$ cat src/rtl/ring_mem_requester_pkg.sv
// Shared ring definitions: slot-type codes, Address word layout, line geometry
// and the requester FSM state type.
package ring_mem_requester_pkg;

    localparam int unsigned RING_LINE_WORDS = 8;

    localparam logic [3:0] SLOT_TOKEN      = 4'd1;
    localparam logic [3:0] SLOT_ADDRESS    = 4'd2;
    localparam logic [3:0] SLOT_WRITE_DATA = 4'd3;
    localparam logic [3:0] SLOT_NULL       = 4'd7;

    localparam int unsigned ADDR_RESEND_BIT = 31;
    localparam int unsigned ADDR_EXCL_BIT   = 29;
    localparam int unsigned ADDR_READ_BIT   = 28;

    typedef enum logic [2:0] {
        StIdle,
        StWaitTok,
        StPass,
        StInsAddr,
        StInsData,
        StWaitRd
    } req_state_e;

    // Address word: {resend=0, 0, excl, read, addr[27:0]}
    function automatic logic [31:0] make_addr_word(input logic excl, input logic read,
                                                   input logic [27:0] addr);
        logic [31:0] w;
        w = {4'b0000, addr};
        w[ADDR_EXCL_BIT] = excl;
        w[ADDR_READ_BIT] = read;
        return w;
    endfunction

    // Resent Address slots belong to someone else's retry and are never touched.
    function automatic logic is_resent(input logic [3:0] slot_type, input logic [31:0] data);
        return (slot_type == SLOT_ADDRESS) && data[ADDR_RESEND_BIT];
    endfunction

endpackage

$ cat src/rtl/ring_rd_collector.sv
// Read-return collector: matches RDdest against this core, counts the words of
// one line and flags the last one. Returns that arrive while not collecting are
// reported as stray.
module ring_rd_collector
    import ring_mem_requester_pkg::*;
#(
    parameter int unsigned LINE_WORDS = RING_LINE_WORDS
) (
    input  logic        clock,
    input  logic        reset,
    input  logic        active,
    input  logic [3:0]  whichCore,
    input  logic [3:0]  RDdest,
    input  logic [31:0] RDreturn,
    output logic        rd_valid,
    output logic [31:0] rd_data,
    output logic        done,
    output logic        stray
);

    localparam int unsigned WC_W = $clog2(LINE_WORDS);

    logic [WC_W-1:0] word_cnt_q;
    logic            hit;

    // Destination 0 is unused by core numbering, so it never matches.
    assign hit = !reset && (RDdest != 4'd0) && (RDdest == whichCore);

    // Accept or flag the return word in the cycle it appears on the bus.
    always_comb begin
        rd_valid = hit && active;
        rd_data  = rd_valid ? RDreturn : 32'd0;
        done     = rd_valid && (word_cnt_q == WC_W'(LINE_WORDS - 1));
        stray    = hit && !active;
    end

    // Word counter restarts whenever collection is not in progress.
    always_ff @(posedge clock) begin
        if (reset || !active) begin
            word_cnt_q <= '0;
        end else if (rd_valid) begin
            word_cnt_q <= done ? '0 : word_cnt_q + WC_W'(1);
        end
    end

endmodule

$ cat src/rtl/ring_mem_requester.sv
// Ring-side initiator for cache-line memory traffic. Grabs the token, grows the
// train count by the slots it needs, waits out the existing train, then inserts
// one Address slot (plus write data) and, for reads, collects the returned line.
module ring_mem_requester
    import ring_mem_requester_pkg::*;
#(
    parameter int unsigned LINE_WORDS = RING_LINE_WORDS,
    parameter int unsigned CNT_W      = 8
) (
    input  logic        clock,
    input  logic        reset,
    input  logic [3:0]  whichCore,
    input  logic [31:0] RingIn,
    input  logic [3:0]  SlotTypeIn,
    input  logic [3:0]  SourceIn,
    output logic [31:0] RingOut,
    output logic [3:0]  SlotTypeOut,
    output logic [3:0]  SourceOut,
    input  logic [31:0] RDreturn,
    input  logic [3:0]  RDdest,
    input  logic        req_valid,
    output logic        req_ready,
    input  logic        req_write,
    input  logic        req_excl,
    input  logic [27:0] req_addr,
    input  logic [31:0] wd_data,
    output logic        wd_rd,
    output logic        rd_valid,
    output logic [31:0] rd_data,
    output logic        done,
    output logic        proto_err
);

    localparam int unsigned WC_W        = $clog2(LINE_WORDS);
    localparam logic [31:0] READ_SLOTS  = 32'd1;
    localparam logic [31:0] WRITE_SLOTS = 32'(LINE_WORDS + 1);

    req_state_e       state_q;
    logic [CNT_W-1:0] pass_cnt_q;
    logic [WC_W-1:0]  word_cnt_q;
    logic             write_q;
    logic             excl_q;
    logic [27:0]      addr_q;
    logic             proto_err_q;

    logic             resent;
    logic             tok_take;
    logic             tok_ovf;
    logic [CNT_W-1:0] tok_cnt;
    logic             ins_fire;
    logic             ins_last;
    logic             drop;
    logic             rd_done;
    logic             rd_stray;

    assign resent   = is_resent(SlotTypeIn, RingIn);
    assign tok_take = (state_q == StWaitTok) && (SlotTypeIn == SLOT_TOKEN);
    // Counts beyond the pass counter's range saturate and are reported.
    assign tok_ovf  = (RingIn >> CNT_W) != 32'd0;
    assign tok_cnt  = tok_ovf ? '1 : RingIn[CNT_W-1:0];
    // Insertion is deferred while a resent Address slot occupies the ring.
    assign ins_fire = !reset && !resent && ((state_q == StInsAddr) || (state_q == StInsData));
    assign ins_last = (state_q == StInsData) && (word_cnt_q == WC_W'(LINE_WORDS - 1));
    assign drop     = ins_fire && (SlotTypeIn != SLOT_NULL);

    assign req_ready = !reset && (state_q == StIdle);
    assign done      = (ins_fire && ins_last) || rd_done;
    assign proto_err = proto_err_q;

    ring_rd_collector #(
        .LINE_WORDS (LINE_WORDS)
    ) u_rd_collector (
        .clock     (clock),
        .reset     (reset),
        .active    (state_q == StWaitRd),
        .whichCore (whichCore),
        .RDdest    (RDdest),
        .RDreturn  (RDreturn),
        .rd_valid  (rd_valid),
        .rd_data   (rd_data),
        .done      (rd_done),
        .stray     (rd_stray)
    );

    // Ring slot mux: pass-through unless rewriting the token or inserting our slot.
    always_comb begin
        RingOut     = RingIn;
        SlotTypeOut = SlotTypeIn;
        SourceOut   = SourceIn;
        wd_rd       = 1'b0;
        if (!reset) begin
            unique case (state_q)
                StWaitTok: begin
                    if (tok_take) begin
                        RingOut = 32'(tok_cnt) + (write_q ? WRITE_SLOTS : READ_SLOTS);
                    end
                end
                StInsAddr: begin
                    if (!resent) begin
                        RingOut     = make_addr_word(excl_q, !write_q, addr_q);
                        SlotTypeOut = SLOT_ADDRESS;
                        SourceOut   = whichCore;
                    end
                end
                StInsData: begin
                    if (!resent) begin
                        RingOut     = wd_data;
                        SlotTypeOut = SLOT_WRITE_DATA;
                        SourceOut   = whichCore;
                        wd_rd       = 1'b1;
                    end
                end
                default: ;
            endcase
        end
    end

    // Request sequencing, pass/word counters and the sticky error flag.
    always_ff @(posedge clock) begin
        if (reset) begin
            state_q     <= StIdle;
            pass_cnt_q  <= '0;
            word_cnt_q  <= '0;
            write_q     <= 1'b0;
            excl_q      <= 1'b0;
            addr_q      <= '0;
            proto_err_q <= 1'b0;
        end else begin
            if (drop || rd_stray || (tok_take && tok_ovf)) begin
                proto_err_q <= 1'b1;
            end
            unique case (state_q)
                StIdle: begin
                    if (req_valid) begin
                        write_q <= req_write;
                        excl_q  <= req_excl;
                        addr_q  <= req_addr;
                        state_q <= StWaitTok;
                    end
                end
                StWaitTok: begin
                    if (tok_take) begin
                        pass_cnt_q <= tok_cnt;
                        state_q    <= (tok_cnt != '0) ? StPass : StInsAddr;
                    end
                end
                StPass: begin
                    // Resent slots are not part of the train being skipped.
                    if (!resent) begin
                        pass_cnt_q <= pass_cnt_q - CNT_W'(1);
                        if (pass_cnt_q == CNT_W'(1)) begin
                            state_q <= StInsAddr;
                        end
                    end
                end
                StInsAddr: begin
                    if (!resent) begin
                        word_cnt_q <= '0;
                        state_q    <= write_q ? StInsData : StWaitRd;
                    end
                end
                StInsData: begin
                    if (!resent) begin
                        word_cnt_q <= word_cnt_q + WC_W'(1);
                        if (ins_last) begin
                            state_q <= StIdle;
                        end
                    end
                end
                StWaitRd: begin
                    if (rd_done) begin
                        state_q <= StIdle;
                    end
                end
                default: state_q <= StIdle;
            endcase
        end
    end

endmodule

$ cat config.mk
export PLATFORM = sky130hd
export DESIGN_NAME = ring_mem_requester
export DESIGN_NICKNAME = d
export VERILOG_FILES = /design/src/rtl/ring_mem_requester_pkg.sv /design/src/rtl/ring_rd_collector.sv /design/src/rtl/ring_mem_requester.sv
export SDC_FILE = /design/constraint.sdc
export NUM_CORES = 1
export LEC_CHECK = 0
export BUFFER_PORTS_ARGS = -buffer_cell sky130_fd_sc_hd__buf_4
export CAP_MARGIN = 40
export CELL_PAD_IN_SITES_DETAIL_PLACEMENT = 0
export CELL_PAD_IN_SITES_GLOBAL_PLACEMENT = 1
export CORE_MARGIN = 4
export CORE_UTILIZATION = 29
export DETAILED_ROUTE_END_ITERATION = 8
export PLACE_DENSITY = 0.77
export REMOVE_ABC_BUFFERS = 1
export SETUP_SLACK_MARGIN = 0.1
export SYNTH_ARGS = -nofsm -noshare
export SYNTH_HDL_FRONTEND = slang
export SYNTH_SLANG_ARGS = --single-unit
$ cat constraint.sdc
create_clock -name clock -period 4.06 [get_ports clock]
set_input_delay 0.812 -clock clock [delete_from_list [all_inputs] [get_ports clock]]
set_output_delay 0.812 -clock clock [all_outputs]
set_load 0.02 [all_outputs]
==> flow_metrics.py, run 1 <==
metrics = {
    "yosys": {
        "synth.distinct_cells": 73,
        "synth_ff_type": "dfxtp_1",
        "synth-edff-count": 0,
        "async_flop_share_pct": 0,
        "synth_area_sq_um": 3630,
        "ys_ff_latch": 48,
        "ys_seq_area_share_pct": 26.5,
        "yosysWarnings": 0,
        "synthCells": 499,
        "avgSynthCellArea_sq_um": 7.27,
    },
    "clock_tree": {
        "cts_htree_levels": 2,
        "numCtsBuffers": 5,
        "clock_latency_ps": 290,
        "tritoncts": "done",
        "cts_buffer_depth": 2,
        "clk_pin_slew_ps": 70,
        "clock_sinks": 48,
        "hold_buffers": 0,
        "cts_root_buf": "clkbuf_16",
    },
    "pwr": {
        "leakage_nw": 2.70,
        "cellPowerDensity_nw_per_um2": 235,
        "peakVddDrop_uv": 137,
        "power_mw": 1.42,
    },
    "global_route": {
        "grt_pass1_wl_mm": 24.8,
        "grt_max_degree": 42,
        "antenna_found_initial": 0,
        "grt.total_usage_pct": 21.3,
        "grt_pass1_vias": 4787,
        "globalRoute.totalOverflow": 0,
    },
    "floorplanning": {
        "die_h_um": 120,
        "die-area_sq_um": 14400,
        "initial_core_util_pct": 29.9,
        "coreArea_sq_um": 12100,
        "pin_count": 222,
        "rows": 40,
        "fp.dieW_um": 120,
    },
    "place": {
        "io_buffers": 221,
        "gp_congestion": 0.906,
        "dp_hpwl_mm": 12.5,
        "dpl_cell_area_sq_um": 5650,
        "dp_worst_setup_slack_ps": -438,
    },
    "critical_path": {
        "critical_path.max_fanout": 4,
        "cp_data_required_time_ps": 3250,
        "critPathKind": "in -> out",
        "critPathCaptureType": "primary output",
        "start_kind": "primary input",
        "arrival_ps": 3340,
    },
    "routing": {
        "drc": 0,
        "drtIter0Drc": 366,
        "num_vias": 4791,
        "wire_per_inst_um": 17.9,
        "first_pass_iters": 5,
        "vias_per_cell": 5.28,
        "drt.antenna.violating_nets": 0,
        "wirelength_mm": 16.3,
    },
    "timing": {
        "timing.hold.ws_ps": 454,
        "maxSlewHeadroom_pct": 51.4,
        "slew_viol_final": 0,
        "period_needed_ps": 4150,
        "finalCritPeriodShare_pct": 102,
        "hold_viol": 0,
        "worst_slew_pin_slew_ps": 727,
        "setup_viol": 3,
        "finalWorstSetupSlack_ps": -91.1,
        "rsz0062_at_grt": "true",
        "finClkSkew_ps": 2.55,
        "timing.fmax_ghz": 0.241,
    },
    "worst_hold_path": {
        "min_path_type": "reg -> reg",
    },
    "final_layout": {
        "fin_area_sq_um": 6040,
        "nNetsFinal": 893,
        "drive_gt1_share_pct": 41.9,
        "syn_to_final_growth_pct": 66.6,
        "diodes": 0,
    },
    "status": {
        "violations": "negative setup slack",
        "status": "finished with violations",
    },
    "job": {
        "drv_cap": 0,
    },
}
==> path summary, 6_finish.rpt <==
| check | startpoint | end | slack (ps) | depth (start not counted) |
|---|---|---|---|---|
| min | addr_q[3]$_SDFFE_PP0P_ | addr_q[3]$_SDFFE_PP0P_ | 450 | 2 |
| min reg2reg | addr_q[3]$_SDFFE_PP0P_ | addr_q[3]$_SDFFE_PP0P_ | 450 | 2 |
| max reg2reg | state_q[0]$_SDFFE_PP0P_ | proto_err$_SDFFE_PP0P_ | 1880 | 5 |
| max | RingIn[30] | RingOut[4] | -90 | 13 |
==> metal layers <==
layer,global-route usage [%],vias to the layer above,wire (um)
li1,-,2317,-
met1,25.1,2252,6560
met2,38.3,205,8180
met3,5.56,17,1290
met4,5.58,0,269
met5,0,-,0
==> power by group <==
group	total [mW]	switching, mW	internal (mW)
Combinational	0.464	0.235	0.229
Sequential	0.522	0.0239	0.498
Clock	0.433	0.190	0.244
Total	1.42	0.449	0.971
==> registers in the layout, indices dropped and copies added (netlist names) <==
signal and flops:
u_rd_collector.word_cnt_q 3, pass_cnt_q 8, state_q 3, write_q 1, word_cnt_q 3, addr_q 28
proto_err 1, excl_q 1
==> worst max-delay path, stage by stage <==
cell	delay (ps)
buf_8	100
nor4_4	260
buf_4	150
nand4_1	110
buf_6	160
or3_4	390
ha_4	200
buf_6	110
a31o_4	210
o311a_1	290
a211o_1	290
o31a_1	110
buf_6	140
==> cells in the mapped netlist, types with 3 or more instances <==
cell type	n	area share (%)
a22oi_1	16	3.3
a22o_1	4	0.97
inv_1	23	2.4
nor4_1	10	1.7
mux2_2	4	1.2
and2_1	34	5.9
nand4b_1	3	0.72
a222oi_1	13	3.6
a21oi_1	52	7.2
a211o_1	3	0.72
dfxtp_1	48	27
o311ai_0	4	0.97
ha_1	9	3.1
o21ai_0	27	3.7
o211ai_1	3	0.62
a31oi_1	4	0.69
a21o_1	3	0.62
xor2_1	5	1.2
nor2_1	19	2.0
clkbuf_1	21	2.2
nor3_1	11	1.5
a221o_1	3	0.83
nand2_1	99	10
nand3_1	3	0.41
or3_1	5	0.86
a211oi_1	8	1.7
nor2b_1	6	1.0
buf_2	7	0.97
==> logic make-up after synthesis <==
group                      count (synthesis)  share of synthesized area (%)
buffers and inverters                     54                           6.28
adders and majority gates                  9                           3.11
and+or+nand+nor                          212                           30.3
DFF                                       48                           26.5
AOI/OAI and AO/OA                        166                           31.1
xor gates and xnor gates                   5                           1.21
muxes                                      5                           1.52
==> cells in the final DEF, fill, tap and decap left out, drive strengths merged, types with 5 or more instances in the layout <==
cell type	n
xor2	5
inv	23
a21oi	53
o21ai	29
nor4	11
nor3	12
nor2	20
a222oi	13
ha	9
a211oi	8
clkbuf	6
a22oi	16
nand2	99
and2	36
nor2b	6
or3	5
dfxtp	48
buf	264
==> final cells by class <==
| cell class | instances | area, sq um |
|---|---|---|
| inverters | 23 | 86.3 |
| repair buffers | 264 | 2030 |
| well taps | 168 | 210 |
| fillers | 1230 | 6070 |
| clock buffers | 6 | 139 |
| clock inverters | 2 | 10.0 |
| flip-flops and latches | 48 | 961 |
| multi-input cells | 397 | 2600 |
==> through the flow <==
stage	std cells	TNS, ps	utilization, %
finish	908	-139	49.9
global route	908	-545	49.9
CTS	906	-354	49.2
detailed placement	896	-1780	46.6
global placement	896	-1630	46.6
floorplan	468	-103	-
==> repair_timing <==
action                     4_1_cts  5_1_grt
resized for setup               25       16
buffers inserted                 2        2
pin swaps                       13       15
setup endpoints to repair        6        8
Power figures use the tool's default switching activity.
==> run 2, diff against run 1 <==
==> constraint.sdc (replaced) <==
create_clock -name clock -period 4.06 [get_ports clock]
set_input_delay 0.609 -clock clock [delete_from_list [all_inputs] [get_ports clock]]
set_output_delay 0.609 -clock clock [all_outputs]
set_load 0.02 [all_outputs]
==> run 2 against run 1 <==
Compared with the run above:
- the flow now finishes without violations
- sequential power about the same
- worst hold slack improved by 4.6 ps
- non-clock buffer count decreased by 23
- clock skew increased by 4.6 ps
- via count decreased by 2.3%
- first-iteration DRC count decreased by 15%
- sequential share of layout area increased by 0.93 points
- worst setup slack improved by 310 ps
- final cell count decreased by 2.5%
- routed wire length decreased by 3.6%
- total power decreased by 2.5%
- register-to-register slack improved by 20 ps
==> flow_metrics.py, run 2 (synthesized netlist as in run 1, its figures left out) <==
metrics = {
    "routing": {
        "first_pass_iters": 7,
        "wire_per_inst_um": 17.8,
        "num_vias": 4682,
        "drt.antenna.violating_nets": 0,
        "wirelength_mm": 15.7,
        "vias_per_cell": 5.29,
        "drc": 0,
        "drtIter0Drc": 311,
    },
    "critical_path": {
        "cp_data_required_time_ps": 3450,
        "critPathCaptureType": "primary output",
        "critPathKind": "in -> out",
        "r2r_end": "proto_err$_SDFFE_PP0P_",
        "critical_path.max_fanout": 7,
        "reg2reg_depth": 5,
        "r2r_setup_slack_ps": 1900,
        "start_kind": "primary input",
        "reg2reg_from": "state_q[0]$_SDFFE_PP0P_",
        "arrival_ps": 3230,
    },
    "global_route": {
        "use_met3_pct": 6.08,
        "antenna_found_initial": 0,
        "grt.total_usage_pct": 21.1,
        "met2_usage_pct": 37.1,
        "grt_pass1_wl_mm": 24.6,
        "grtUsageMet1_pct": 24.6,
        "grt_pass1_vias": 4757,
        "busiest_layer": "met2",
        "globalRoute.totalOverflow": 0,
        "grt_max_degree": 60,
    },
    "floorplanning": {
        "die-area_sq_um": 14400,
        "coreArea_sq_um": 12100,
        "pin_count": 222,
        "die_h_um": 120,
        "initial_core_util_pct": 29.9,
        "fp.dieW_um": 120,
        "rows": 40,
    },
    "timing": {
        "setup_viol": 0,
        "finClkSkew_ps": 7.11,
        "hold_viol": 0,
        "period_needed_ps": 3840,
        "finalCritPeriodShare_pct": 94.5,
        "timing.fmax_ghz": 0.261,
        "worst_slew_pin_slew_ps": 900,
        "rsz0062_at_grt": "false",
        "slew_viol_final": 0,
        "maxSlewHeadroom_pct": 39.8,
        "timing.hold.ws_ps": 458,
        "setup_tns_ps": 0,
    },
    "final_layout": {
        "layout_common_cells": "buf_4, nand2_1, a21oi_1",
        "nNetsFinal": 870,
        "fillers": 1251,
        "mostFrequentLayoutCell": "buf_4",
        "largest_register": "addr_q",
        "diodes": 0,
        "syn_to_final_growth_pct": 57.3,
        "largest_reg_flops": 28,
        "drive_gt1_share_pct": 38.5,
        "reg.largest.list": "addr_q (28), pass_cnt_q (8)",
    },
    "clock_tree": {
        "clk_pin_slew_ps": 70,
        "cts_buffer_depth": 2,
        "cts_htree_levels": 2,
        "hold_buffers": 0,
        "cts_root_buf": "clkbuf_16",
        "clock_sinks": 48,
        "tritoncts": "done",
        "numCtsBuffers": 5,
        "clock_latency_ps": 300,
        "post-cts-setup-buffers": 0,
    },
    "job": {
        "drv_cap": 0,
    },
    "status": {
        "status": "completed",
    },
    "place": {
        "io_buffers": 221,
        "dp_hpwl_mm": 12.4,
        "gp_congestion": 0.897,
    },
    "worst_hold_path": {
        "min_path_type": "reg -> reg",
        "min_to": "addr_q[9]$_SDFFE_PP0P_",
        "whs_path_depth": 2,
        "holdCritStartpoint": "addr_q[9]$_SDFFE_PP0P_",
    },
    "pwr": {
        "seq_power_share_pct": 37.8,
        "cellPowerDensity_nw_per_um2": 242,
        "intPower_uw": 939,
        "clkPwrFrac_pct": 30.7,
        "leakage_nw": 2.54,
        "p_sw_uw": 444,
        "peakVddDrop_uv": 218,
        "netSwitchingFraction_pct": 32.1,
        "share_comb_of_total_power_pct": 31.6,
    },
}
-- run 2: area by class of cell --
| cell class | instances | area [sq um] | share of cell area (%) |
|---|---|---|---|
| multi-input combinational | 397 | 2490 | 43.7 |
| timing repair buffer | 241 | 1810 | 31.7 |
| sequential | 48 | 961 | 16.8 |
| tap | 168 | 210 | 3.68 |
| clock buffer | 5 | 125 | 2.19 |
| inverter | 23 | 86.3 | 1.51 |
| clock inverter | 3 | 22.5 | 0.395 |
-- run 2: what timing repair did --
action                                  in CTS  in global routing
endpoints found under the setup margin       2                  4
pin swaps                                    0                  0
resized for setup                            2                  7
-- run 2: routing by layer --
layer / up-vias / wire length (um) / part of all wire (%)
met4: 0 / 425 / 2.7
met2: 206 / 7840 / 50
met3: 25 / 1380 / 8.8
met1: 2188 / 6060 / 39
li1: 2263 / - / -
met5: - / 0 / 0
-- run 2: power groups by stage --
stage	registers [mW]	logic [mW]	clock network, mW
2_1_floorplan	0.524	0.187	0
3_3_place_gp	0.532	0.427	0
3_5_place_dp	0.531	0.431	0
4_1_cts	0.522	0.432	0.432
5_1_grt	0.526	0.475	0.449
6_report	0.523	0.437	0.424
-- run 2: worst max path at each step --
stage	startpoint	endpoint	slack (ps)	cells past startpoint
global route	RingIn[27]	RingOut[5]	100	13
global placement	RingIn[8]	RingOut[5]	140	12
CTS	RingIn[20]	RingOut[6]	120	12
floorplan	RingIn[21]	RingOut[7]	300	9
detailed placement	RingIn[8]	RingOut[5]	50	12
finish	RingIn[20]	RingOut[6]	220	12
-- run 2: metrics by stage --
step           setup slack, ps  instance area [sq um]  power (mW)  util, %  std cells
6_report                   223                   5710        1.38     47.1        885
3_3_place_gp               135                   5500       0.959     45.4        877
5_1_grt                   96.7                   5710        1.45     47.1        885
4_1_cts                    122                   5660        1.39     46.8        885
3_5_place_dp              54.1                   5500       0.962     45.4        877
2_1_floorplan              303                   3480       0.712        -        468
-- run 2: worst max-delay path, cell delays in order --
cell and delay [ps]:
buf_4 110, nor4_1 300, buf_4 180, nand4_1 80
buf_4 180, or3_1 400, ha_4 250, a31o_2 250
a41oi_2 200, o21ai_0 110, a311o_1 380, buf_4 170
==> run 3, diff against run 2 <==
--- a/config.mk
+++ b/config.mk
@@ -12,7 +12,8 @@
 export CORE_MARGIN = 4
 export CORE_UTILIZATION = 29
 export DETAILED_ROUTE_END_ITERATION = 8
-export PLACE_DENSITY = 0.77
+export GPL_ROUTABILITY_DRIVEN = 0
+export PLACE_DENSITY = 0.87
 export REMOVE_ABC_BUFFERS = 1
 export SETUP_SLACK_MARGIN = 0.1
 export SYNTH_ARGS = -nofsm -noshare
==> run 3 against run 2 <==
Compared with the run above:
- worst hold slack lost 3.3 ps
- non-clock buffer count up 4
- flip-flop and latch count stayed put
- critical path depth is the same
- highest routed layer unchanged
- die area unchanged
- critical endpoint is now RingOut[5]
- register-to-register slack got worse by 330 ps
- clock power grew 5.4%
- combinational power fell by 1%
- sequential share of layout area down 0.16 points
- via count rose by 1.5%
==> flow_metrics.py, run 3 (synthesized netlist as in run 1, its figures left out) <==
metrics = {
    "status": {
        "status": "completed",
    },
    "critical_path": {
        "reg2reg_depth": 5,
        "path_delay_family": "simple AND/OR/NAND/NOR gates",
        "r2r_end": "pass_cnt_q[7]$_SDFFE_PP0P_",
        "r2r_setup_slack_ps": 1570,
        "critical_path.max_fanout": 4,
        "max_stage_delay_ps": 430,
        "crit_slowest_cell": "or3_4",
        "path_common_cell": "buf_4",
        "start_kind": "primary input",
        "crit_buf_inv": 3,
        "critPathKind": "in -> out",
        "worstPathCellList": "buf_4 > nor4_4 > buf_4 > nand4_1 > or3_4 > ha_1 > nor2_1 > nor3b_1 > o31ai_1 > a221oi_2 > a221o_1 > buf_4",
        "arrival_ps": 3210,
        "reg2reg_from": "state_q[0]$_SDFFE_PP0P_",
        "critPathCaptureType": "primary output",
        "cp_data_required_time_ps": 3450,
    },
    "worst_hold_path": {
        "holdCritStartpoint": "addr_q[20]$_SDFFE_PP0P_",
        "min_to": "addr_q[20]$_SDFFE_PP0P_",
        "min_path_type": "reg -> reg",
        "whs_path_depth": 2,
    },
    "global_route": {
        "grt_max_degree": 60,
        "grt_pass1_vias": 4887,
        "grt.total_usage_pct": 21.2,
        "antenna_found_initial": 0,
        "grt_pass1_wl_mm": 24.8,
        "globalRoute.totalOverflow": 0,
    },
    "timing": {
        "slew_viol_final": 0,
        "finalCritPeriodShare_pct": 94.1,
        "worst_slew_pin_slew_ps": 942,
        "maxSlewHeadroom_pct": 37.2,
        "timing.hold.ws_ps": 455,
        "hold_viol": 0,
        "setup_viol": 0,
        "timing.fmax_ghz": 0.262,
        "period_needed_ps": 3820,
        "rsz0062_at_grt": "false",
        "finClkSkew_ps": 3.95,
        "setup_tns_ps": 0,
    },
    "final_layout": {
        "fillers": 1257,
        "largest_register": "addr_q",
        "largest_reg_flops": 28,
        "seq_area_sq_um": 961,
        "multiInputGateArea_sq_um": 2510,
        "diodes": 0,
        "layout_common_cells": "buf_4, nand2_1, a21oi_1",
        "reg.largest.list": "addr_q (28), pass_cnt_q (8)",
        "syn_to_final_growth_pct": 58.9,
        "mostFrequentLayoutCell": "buf_4",
        "nNetsFinal": 874,
        "drive_gt1_share_pct": 39.1,
        "fin_area_sq_um": 5760,
    },
    "floorplanning": {
        "die-area_sq_um": 14400,
        "fp.dieW_um": 120,
        "coreArea_sq_um": 12100,
        "initial_core_util_pct": 29.9,
        "rows": 40,
        "pin_count": 222,
        "die_h_um": 120,
    },
    "clock_tree": {
        "hold_buffers": 0,
        "tritoncts": "done",
        "clock_sinks": 48,
        "cts_buffer_depth": 2,
        "clock_latency_ps": 290,
        "cts_root_buf": "clkbuf_16",
        "cts_htree_levels": 2,
        "numCtsBuffers": 5,
        "clk_pin_slew_ps": 70,
    },
    "pwr": {
        "seq_power_share_pct": 37.3,
        "leakage_nw": 2.57,
        "power_mw": 1.40,
        "cellPowerDensity_nw_per_um2": 243,
        "clkPwrFrac_pct": 31.9,
        "netSwitchingFraction_pct": 31.7,
        "intPower_uw": 956,
        "peakVddDrop_uv": 160,
        "share_comb_of_total_power_pct": 30.8,
        "p_sw_uw": 444,
    },
    "place": {
        "dpl_cell_area_sq_um": 5520,
        "dp_hpwl_mm": 12.4,
        "io_buffers": 221,
    },
    "routing": {
        "wire_per_inst_um": 17.8,
        "drt.antenna.violating_nets": 0,
        "num_vias": 4753,
        "vias_per_cell": 5.35,
        "wirelength_mm": 15.8,
        "drtIter0Drc": 484,
        "drc": 0,
        "first_pass_iters": 5,
    },
    "job": {
        "drv_cap": 0,
    },
}
## run 3: metrics by stage
stage | std cells | setup WS (ps) | util [%]
floorplan | 468 | 303 | -
global placement | 879 | 70.9 | 45.6
detailed placement | 879 | 0.771 | 45.6
CTS | 887 | 105 | 47.1
global route | 889 | 71.2 | 47.6
finish | 889 | 238 | 47.6
## run 3: metal layers
metal | vias up | wire length, um | GRT usage [%]
met5 | - | 0 | 0
met4 | 0 | 384 | 6.59
met3 | 34 | 1070 | 4.67
met2 | 205 | 7780 | 37.0
met1 | 2242 | 6540 | 25.9
li1 | 2272 | - | -
## run 3: power groups by stage
stage / clock, mW / sequential, mW / combinational [mW]
2_1_floorplan: 0 / 0.524 / 0.187
3_3_place_gp: 0 / 0.531 / 0.419
3_5_place_dp: 0 / 0.531 / 0.425
4_1_cts: 0.451 / 0.521 / 0.428
5_1_grt: 0.472 / 0.526 / 0.469
6_report: 0.447 / 0.522 / 0.431
## run 3: worst max path at each step
stage / slack [ps] / cells after the start / from / end
6_report: 240 / 12 / RingIn[20] / RingOut[5]
5_1_grt: 70 / 12 / RingIn[20] / RingOut[5]
2_1_floorplan: 300 / 9 / RingIn[21] / RingOut[7]
4_1_cts: 110 / 12 / RingIn[20] / RingOut[7]
3_5_place_dp: 0.8 / 12 / RingIn[20] / RingOut[7]
3_3_place_gp: 70 / 12 / RingIn[20] / RingOut[7]
## run 3: worst reg2reg max path, cell delays in order, from the launching register on
cell      delay [ps]
dfxtp_1          650
nor3b_1          680
and2_0           440
a21o_1           280
o311ai_0         200
a21oi_1          170
## run 3: layout make-up
class                           count  share of cell area [%]
Sequential cell                    48                    16.7
Clock inverter                      2                   0.304
Clock buffer                        6                    2.41
Tap cell                          168                    3.65
Inverter                           23                    1.50
Timing Repair Buffer              245                    31.9
Multi-Input combinational cell    397                    43.5
## run 3: what timing repair did
action                                  4_1_cts  5_1_grt
gates resized for setup                       3        8
endpoints found under the setup margin        4        4
buffers inserted                              0        2
pin swaps                                     0        1
